==> src/rtl/inst_fetch_arbiter.sv <==
// Fetch sequencer and read-port arbiter for the instruction memory.
// Owns the PC, lends the port to debug reads, halts on a bad fetch.
module inst_fetch_arbiter #(
   parameter logic [63:0] RESET_PC   = 64'h0,
   parameter int          MEM_BYTES  = 16,
   parameter int          STARVE_MAX = 4
) (
   input  logic        clk,
   input  logic        reset,
   input  logic        start,
   input  logic        stall,
   input  logic        branch_taken,
   input  logic [63:0] branch_target,
   input  logic        dbg_req,
   input  logic [63:0] dbg_addr,
   input  logic [31:0] instruction,
   output logic [63:0] Inst_Address,
   output logic [31:0] instr_out,
   output logic [63:0] pc_out,
   output logic        instr_valid,
   output logic        dbg_grant,
   output logic [31:0] dbg_data,
   output logic        dbg_valid,
   output logic        fault
);

   typedef enum logic [1:0] {IDLE, RUN, HALT} state_t;

   localparam logic [63:0] LAST_PC    = 64'(MEM_BYTES - 4);
   localparam logic [2:0]  STARVE_LIM = 3'(STARVE_MAX);

   state_t      state;
   logic [63:0] pc;
   logic [2:0]  starve_cnt;
   logic        running;
   logic        starved;
   logic        illegal;
   logic        fetch_owns;

   assign running    = (state == RUN);
   assign starved    = (starve_cnt == STARVE_LIM);
   assign dbg_grant  = dbg_req & ~reset & (~running | stall | starved);
   assign Inst_Address = dbg_grant ? dbg_addr : pc;
   assign illegal    = (pc[1:0] != 2'b00) | (pc > LAST_PC);
   assign fetch_owns = running & ~dbg_grant;

   always_ff @(posedge clk) begin
      if (reset) begin
         state       <= IDLE;
         pc          <= RESET_PC;
         starve_cnt  <= 3'd0;
         instr_out   <= 32'd0;
         pc_out      <= 64'd0;
         instr_valid <= 1'b0;
         dbg_data    <= 32'd0;
         dbg_valid   <= 1'b0;
         fault       <= 1'b0;
      end else begin
         dbg_valid   <= dbg_grant;
         instr_valid <= 1'b0;
         if (dbg_grant)
            dbg_data <= instruction;

         // Only denied RUN requests age; any grant or idle request resets.
         if (running && dbg_req && !dbg_grant) begin
            if (!starved)
               starve_cnt <= starve_cnt + 3'd1;
         end else begin
            starve_cnt <= 3'd0;
         end

         unique case (state)
            IDLE: begin
               if (start) begin
                  state <= RUN;
                  pc    <= RESET_PC;
               end
            end
            RUN: begin
               if (fetch_owns && illegal) begin
                  fault <= 1'b1;
                  state <= HALT;
               end else if (branch_taken) begin
                  pc <= branch_target;
               end else if (!stall && !dbg_grant) begin
                  instr_out   <= instruction;
                  pc_out      <= pc;
                  instr_valid <= 1'b1;
                  pc          <= pc + 64'd4;
               end
            end
            HALT: begin
            end
            default: state <= IDLE;
         endcase
      end
   end

endmodule

==> config.mk <==
export PLATFORM = sky130hd
export DESIGN_NAME = inst_fetch_arbiter
export DESIGN_NICKNAME = d
export VERILOG_FILES = /design/src/rtl/inst_fetch_arbiter.sv
export SDC_FILE = /design/constraint.sdc
export NUM_CORES = 1
export LEC_CHECK = 0
export BUFFER_PORTS_ARGS = -buffer_cell sky130_fd_sc_hd__buf_2
export CAP_MARGIN = 25
export CORE_MARGIN = 8
export CORE_UTILIZATION = 50
export DETAILED_ROUTE_END_ITERATION = 16
export MAX_ROUTING_LAYER = met4
export PLACE_DENSITY = 0.83
export SYNTH_ARGS = -nofsm -noshare
export SYNTH_HDL_FRONTEND = slang
export SYNTH_SLANG_ARGS = --single-unit
==> constraint.sdc <==
create_clock -name clk -period 3.75 [get_ports clk]
set_clock_uncertainty 0.2 [all_clocks]
set_input_delay 0.1875 -clock clk [delete_from_list [all_inputs] [get_ports clk]]
set_output_delay 0.1875 -clock clk [all_outputs]
set_load 0.02 [all_outputs]
Word-level counts from Yosys, hierarchy flattened --
Cells that the tools add are included.
Operators by class: equality and inequality tests 7, bitwise logic cells 13, reductions and logical operators 15, mux-type cells 10, $add $sub $neg 2, magnitude comparators 1
Operators with widths (count):
- $mux W64 | 5
- $pmux W64 S2 | 1
- $add A64 B3 Y64 const B | 1
- $gt A64 B4 Y1 const B | 1
- $reduce_and A4 Y1 | 2
- $not A1 Y1 | 7
- $pmux W2 S3 | 1
- $logic_and A1 B1 Y1 | 4
- $mux W2 | 2
- $ne A2 B2 Y1 const B | 2
- $reduce_bool A2 Y1 | 2
- $reduce_or A4 Y1 | 1
- $add A3 B1 Y3 const B | 1
- $and A1 B1 Y1 | 3
- $eq A3 B3 Y1 const B | 1
- $ne A3 B2 Y1 const B | 1
- $or A1 B1 Y1 | 3
- $reduce_and A3 Y1 | 1
- $eq A2 B1 Y1 const B | 1
- $eq A2 B2 Y1 const B | 1
- $logic_not A1 Y1 | 2
- $logic_not A2 Y1 | 1
- $ne A2 B1 Y1 const B | 1
- $reduce_and A2 Y1 | 1
- other kinds (2) | 2
Storage, ports and cells: output and inout port bits 196, word-level logic and storage cells 57, register bits 200, bits of input ports 166

Depth between registers and ports, before layout --
Gate-level depths: netlist of the first run.
depth in word-level cells 11, mapped depth 10, gate-level depth less buffers 8

Worst setup path after synthesis of the first run --
No wires, ideal clock.
kind reg2out, start register starve_cnt[0], end output Inst_Address[10], path slack 1039 ps, required time 3362 ps, arrival time 2323 ps, stages on the path, launching flop included 10, path buffers 3, cell sequence dfxtp_1 > inv_1 > ha_1 > and2_1 > nor3_1 > nor2b_1 > clkbuf_1 > clkbuf_1 > clkbuf_1 > o21ai_0
Between the ends: longest elaborated chain between the ends 4
RTL lines:
- from (decl) | line 34 | logic [2:0] starve_cnt;
- from (signal assigned) | line 67 | starve_cnt <= starve_cnt + 3'd1;
- $eq A3 B3 Y1 | line 41 | assign starved = (starve_cnt == STARVE_LIM);
- $or A1 B1 Y1 | line 42 | assign dbg_grant = dbg_req & ~reset & (~running | stall | starved);
- $and A1 B1 Y1 | line 42
- named net dbg_grant | line 21 | output logic dbg_grant,
- $mux W64 | line 43 | assign Inst_Address = dbg_grant ? dbg_addr : pc;
- to (decl) | line 17 | output logic [63:0] Inst_Address,
The timed path passes the listed nets, and every way through them passes these cells.

Worst setup path after layout of the first run --
start register starve_cnt[0], end output Inst_Address[18]
Between the ends: longest elaborated chain between the ends 4
RTL lines (line):
- $eq A3 B3 Y1 | 41
- $or A1 B1 Y1 | 42
- $and A1 B1 Y1 | 42
- $mux W64 | 43
Every way passes these cells.

==> results.md, run 1 <==
- Die height: between 100 and 150 um
- Port-buffer cells: 361
- Tcrit/Tclk final: 0.878
- Cell family with most CP delay: simple AND/OR/NAND/NOR gates
- DRT Pass-1 Iters: 5
- Number of global-route vias before repair: around 8900
- RSZ-0062 raised after global routing: no
- Synth top area share: 0.463
- Slew @ Worst Pin: 0.897 ns
- Top post-synthesis cells by count: 200 x dfxtp_1, 102 x nand2_1, 65 x and2_1, 60 x o21ai_0, 58 x mux2_2
- Outcome: finished, final reports clean
- Final Max Tran Viols: 0
- Non-Filler Instances: approximately 1600
- Iter 0 DRT Violations: roughly 660
- Largest stage delay, worst path: ~0.55 ns
- Row cnt: 48
- Top-count cell post-synth: dfxtp_1
- Share of cells above drive strength 1: 0.347
- Startpoint types: register
- Antenna-violating nets left: 0
- Slew Limit Headroom: 0.402
- Global-route wire length before repair: roughly 47000 um
- Number of buffers created by CTS: 17
- CTS tree: done
- Area leader, netlist: dfxtp_1
- Post-synth EDFFs: 0
- Commonest register cell after synthesis: dfxtp_1
- Syn_area_per_cell: 9.27 um^2
- Chip Width: ~150 um
- RePlAce Congestion: 0.921
- Syn-to-layout area delta: 41.0%
- Io pins: 362
- Largest net degree at the start of global routing: 94
- CP endpoint kind: primary output
- CTS Sinks: 200
- H-tree levels: 4
- Final wirelength: between 30000 and 40000 um
- All-Layer GR Usage: 0.275
- Setup TNS: 0 ns
- Cell breakdown of the critical path: inv_1, ha_1, and2_1, nor3_1, nor2b_4, buf_4, mux2_2, buf_2
- CTS Buffer Depth: 2
- Max Freq: just over 300 MHz
- Yosys reg bits: 200
- Critical path buffer and inverter count: 3
- Worst-path clk slew: ~0.08 ns
- Vias: around 9000
- Starting Density: 0.506
- R2r endpoint: pc[15]$_SDFFE_PP0P_
- Req. time, crit path: approximately 3.4 ns
- Worst-path maximum fanout: just over 90
- HP Class: in2reg
- Synth Cell Area: roughly 8700 um^2
- Count of cell types in the netlist: 53
- Register-to-Register Setup Slack: ~0.63 ns
- Worst Setup EP: Inst_Address[18]
- Shortest period the worst path allows: about 3.3 ns
- Reg2reg start: pc[24]$_SDFFE_PP0P_
- Power density over the cells: around 450 nW/um^2
- WS Path Type: reg2out
- Critical path launch point: starve_cnt[0]$_SDFFE_PP0N_
- Vias per inst: 5.57
- CTS root buffer: clkbuf_16
- Initial antenna violation count: 2
- Final setup viols: 0
- R2R depth: 7
- Final Hold Vio Count: 0
- Cells after DPL: 1472
- Mapped Nets: roughly 1100
- Nets: roughly 1500
- Register area share after synthesis: 0.463
- Drt drc: 0
- Ys Warns: 0
- Top cells by area, synth: dfxtp_1 46%, mux2_2 7.5%, and2_1 4.7%
- Critical path depth: 8
- Clk_lat worst skew: about 0.43 ns
- Avg WL per Cell: approximately 19 um
- Leakage: ~5.8 nW
- Core area: 17100 um^2
- Async S/R FF share, synth: 0
- Maxcap violations: 0
- Die area: roughly 22000 um^2
- Worst vdd ir: about 0.00035 V
- Critical path arrival: about 2.9 ns
- Cell count after synthesis: slightly above 900
- Post-CTS Setup Bufs: 0
- Detailed placement HPWL: ~21000 um
- Slowest CP cell: nor3_1
- Grt ovf: 0
-- worst min-delay path, delay by kind of cell --
family          cells  cell delay [ns]
buf+inv             1             0.10
compound gates      2             0.18
simple gates        1             0.13
-- per-layer routing --
layer	up-vias	track usage	share of wire
met1	4151	0.322	0.41
met5	-	-	0
met2	491	0.442	0.48
met4	0	0.138	0.041
li1	4187	-	-
met3	95	0.0556	0.072
-- where the power goes --
| group | internal (mW) | switching, mW |
|---|---|---|
| Combinational | 0.530 | 0.785 |
| Clock | 0.905 | 0.924 |
| Sequential | 2.24 | 0.136 |
| Total | 3.67 | 1.84 |
-- flip-flops by register name, summed over array words and instances, names as in the netlist --
signal       flops
starve_cnt       3
dbg_valid        1
pc              64
instr_valid      1
dbg_data        32
fault            1
pc_out          64
state            2
instr_out       32
-- area by class of cell --
class	count	area, um^2
diodes	2	5.00
repair buffers	471	2880
clock inverters	15	185
inverters	10	37.5
fillers	1255	4910
well taps	225	282
multi-input cells	663	4390
clock buffers	17	425
flip-flops and latches	200	4000
-- metrics by stage --
stage	worst slack [ns]	util	total power [mW]	instance area [um^2]	hold WS [ns]
after floorplan	1.04	-	3.19	8660	0.0961
after global placement	0.810	0.620	3.60	10600	0.198
after detailed placement	0.757	0.620	3.63	10600	0.203
after CTS	0.457	0.713	5.52	12200	0.00591
after global routing	0.287	0.713	5.74	12200	0.0190
final	0.456	0.713	5.52	12200	0.0220
-- cell usage in the layout (no fill, tap or decap), types with 22 or more instances in the layout --
master and instances:
buf_2 361, dfxtp_1 200, nand2_1 102, dlygate4sd3_1 97, and2_1 65, o21ai_0 60
mux2_2 58, nor2_1 50, nand2b_1 48, mux2i_1 36, a22o_1 30, a21oi_1 25
nand3_1 22
-- cell families (layout without fill, tap and decap cells) --
| logic type | Yosys count | in the layout | share of synthesized area |
|---|---|---|---|
| fa+ha+maj | 3 | 3 | 0.00434 |
| mux | 94 | 94 | 0.117 |
| compound gates | 191 | 191 | 0.150 |
| simple gates | 374 | 374 | 0.230 |
| xor+xnor | 1 | 1 | 0.00101 |
| flops | 200 | 200 | 0.463 |
| buf+inv | 71 | 513 | 0.0344 |
| other cells | 0 | 2 | 0 |
-- worst min-delay path by stage --
stage / start / end / slack, ns / cells past startpoint
after global placement: instruction[19] / dbg_data[19]$_SDFFE_PP0P_ / 0.20 / 3
after floorplan: instruction[0] / dbg_data[0]$_SDFFE_PP0P_ / 0.1 / 2
after global routing: branch_target[3] / pc[3]$_SDFFE_PP0P_ / 0.02 / 4
after detailed placement: instruction[7] / dbg_data[7]$_SDFFE_PP0P_ / 0.20 / 3
after CTS: branch_target[17] / pc[17]$_SDFFE_PP0P_ / 0.006 / 4
final: branch_target[17] / pc[17]$_SDFFE_PP0P_ / 0.02 / 4
-- what timing repair did --
| action | in CTS | in global routing |
|---|---|---|
| endpoints found under the setup margin | 0 | 0 |
| hold buffers | 97 | 0 |
| hold endpoints to repair | 130 | 0 |
| resized for setup | 0 | 0 |
(Power assumes the default switching activity.)
==> inputs of run 2 (changes only) <==
- REMOVE_ABC_BUFFERS: default -> 1
==> results.md, run 2 (synthesized netlist as in run 1, its figures left out) <==
- Critical path depth: 9 (was 8)
- Share of cells above drive strength 1: 0.345 (was 0.347)
- CTS tree: done (unchanged)
- Resized cells post-CTS: 0 (unchanged)
- Cells after DPL: 1469 (was 1472)
- Commonest non-fill, non-tap cell in the layout: buf_2 (unchanged)
- Register-to-Register Setup Slack: 0.63 ns (about the same)
- Shortest period the worst path allows: 3.35 ns (was 3.29 ns)
- Chip Width: 148 um (unchanged)
- Nets: 1534 (was 1532)
- Detailed placement HPWL: 20900 um (was 21000 um)
- Largest registers: pc: 64 flops, pc_out: 64 flops (unchanged)
- Final Hold Vio Count: 0 (unchanged)
- Total power: 5.55 mW (was 5.52 mW)
- CTS root buffer: clkbuf_16 (unchanged)
- Tcrit/Tclk final: 0.894 (was 0.878)
- Leakage: 5.83 nW (was 5.81 nW)
- Critical path launch point: starve_cnt[0]$_SDFFE_PP0N_ (unchanged)
- H-tree levels: 4 (unchanged)
- WS Path Type: reg2out (unchanged)
- Initial antenna violation count: 2 (unchanged)
- Io pins: 362 (unchanged)
- Slew @ Worst Pin: 1.01 ns (was 0.897 ns)
- DRT Pass-1 Iters: 7 (was 5)
- Highest Signal Layer: met4 (unchanged)
- Antenna-violating nets left: 0 (unchanged)
- Storage element area: 4000 um^2 (unchanged)
- Grt ovf: 0 (unchanged)
- Number of buffers created by CTS: 17 (unchanged)
- Metal-1 WL: 12100 um (was 12300 um)
- Cell family with most CP delay: buffers and inverters (was simple AND/OR/NAND/NOR gates)
- Maxcap violations: 0 (unchanged)
- Die height: 148 um (unchanged)
- Row cnt: 48 (unchanged)
- Syn-to-layout area delta: 41.7% (was 41.0%)
- Die area: 21800 um^2 (unchanged)
- Largest net degree at the start of global routing: 108 (was 94)
- Vias per inst: 5.46 (was 5.57)
- Final setup viols: 0 (unchanged)
- Global-route wire length before repair: 46900 um (was 47200 um)
- Vias: 8764 (was 8924)
- Non-Filler Instances: 1606 (was 1603)
- Worst vdd ir: 0.000291 V (was 0.000348 V)
- Fill count: 1203 (was 1255)
- Worst-path clk slew: 0.08 ns (about the same)
- Slowest CP cell: nor3_1 (unchanged)
- Multi-input gate area: 4390 um^2 (unchanged)
- Met2 wire len: 15100 um (was 14600 um)
- Startpoint types: register (unchanged)
- Number of global-route vias before repair: 8927 (was 8899)
- Worst Setup EP: Inst_Address[19] (was Inst_Address[18])
- Largest stage delay, worst path: 0.53 ns (was 0.55 ns)
- Avg WL per Cell: 18.7 um (was 19.0 um)
- Starting Density: 0.506 (unchanged)
- CP endpoint kind: primary output (unchanged)
- Slew Limit Headroom: 0.325 (was 0.402)
- R2r endpoint: pc[12]$_SDFFE_PP0P_ (was pc[15]$_SDFFE_PP0P_)
- Routed wl met3: 2170 um (was 2190 um)
- CTS Sinks: 200 (unchanged)
- Final Max Tran Viols: 0 (unchanged)
- Final wirelength: 30100 um (was 30400 um)
- Critical path buffer and inverter count: 4 (was 3)
- Power density over the cells: 452 nW/um^2 (about the same)
- All-Layer GR Usage: 0.274 (was 0.275)
- Core area: 17100 um^2 (unchanged)
- Most frequent cells in the layout: 361 x buf_2, 200 x dfxtp_1, 102 x nand2_1, 100 x dlygate4sd3_1, 65 x and2_1 (was 361 x buf_2, 200 x dfxtp_1, 102 x nand2_1, 97 x dlygate4sd3_1, 65 x and2_1)
- CTS Buffer Depth: 2 (unchanged)
- Worst-path maximum fanout: 80 (was 93)
- Post-CTS Setup Bufs: 0 (unchanged)
- Clk_lat worst skew: 0.43 ns (about the same)
- RePlAce Congestion: 0.868 (was 0.921)
- Max Freq: 298 MHz (was 304 MHz)
- Reg2reg start: pc[24]$_SDFFE_PP0P_ (unchanged)
- Cell breakdown of the critical path: inv_1, ha_1, and2_1, nor3_1, nor2b_4, buf_4, buf_16, o21ai_0, buf_2 (was inv_1, ha_1, and2_1, nor3_1, nor2b_4, buf_4, mux2_2, buf_2)
- Port-buffer cells: 361 (unchanged)
- Drt drc: 0 (unchanged)
- Outcome: finished, final reports clean (unchanged)
- Util after Layout: 0.717 (was 0.713)
- Critical path arrival: 2.97 ns (was 2.91 ns)
- HP Class: in2reg (unchanged)
- RSZ-0062 raised after global routing: no (unchanged)
- Req. time, crit path: 3.36 ns (about the same)
- R2R depth: 7 (unchanged)
- Iter 0 DRT Violations: 497 (was 664)
-- run 2: routing by layer --
metal,vias to the layer above,GRT usage
li1,4203,-
met2,408,0.462
met4,0,0.110
met1,4087,0.314
met5,-,-
met3,66,0.0556
-- run 2: worst min path at each step --
stage | slack [ns] | endpoint | from | cells after the start
floorplan | 0.06 | pc[0]$_SDFFE_PP0P_ | reset | 1
global placement | 0.19 | dbg_data[29]$_SDFFE_PP0P_ | instruction[29] | 3
detailed placement | 0.20 | dbg_data[28]$_SDFFE_PP0P_ | instruction[28] | 3
CTS | 0.004 | starve_cnt[0]$_SDFFE_PP0N_ | dbg_req | 4
global route | 0.07 | starve_cnt[0]$_SDFFE_PP0N_ | dbg_req | 4
finish | 0.03 | starve_cnt[0]$_SDFFE_PP0N_ | dbg_req | 4
-- run 2: what timing repair did --
| item | in CTS | in global routing |
|---|---|---|
| endpoints found under the setup margin | 0 | 0 |
| hold buffers | 100 | 0 |
| hold endpoints to repair | 133 | 0 |
-- run 2: stage by stage --
step                setup WS, ns  instance area, um^2  hold WS [ns]  TNS (ns)
finish                     0.397                12300        0.0258         0
global placement           0.758                10600         0.194         0
global route               0.245                12300        0.0651         0
floorplan                  -5.58                 8400        0.0566   -802.00
CTS                        0.326                12200       0.00357         0
detailed placement         0.664                10600         0.203         0
-- run 2: area by class of cell --
type / instances / area share
antenna: 3 / 0.000612
tap: 225 / 0.0229
inverter: 10 / 0.00306
clock inverter: 15 / 0.0155
sequential: 200 / 0.326
multi-input combinational: 663 / 0.358
timing repair buffer: 473 / 0.239
clock buffer: 17 / 0.0347
-- run 2: worst register-to-register path, stage by stage, from the launching register on --
cell and delay, ns:
dfxtp_1 0.39, nor4_1 0.51, nand4_1 0.27, o41a_1 0.53
o21ai_2 0.46, buf_4 0.30, a21oi_1 0.11, a211oi_1 0.25
-- run 2: where the power goes --
part	switching, mW	leakage (nW)	internal, mW
Clock	0.940	0.295	0.918
Combinational	0.780	3.92	0.538
Sequential	0.133	1.62	2.24
Total	1.85	5.83	3.69
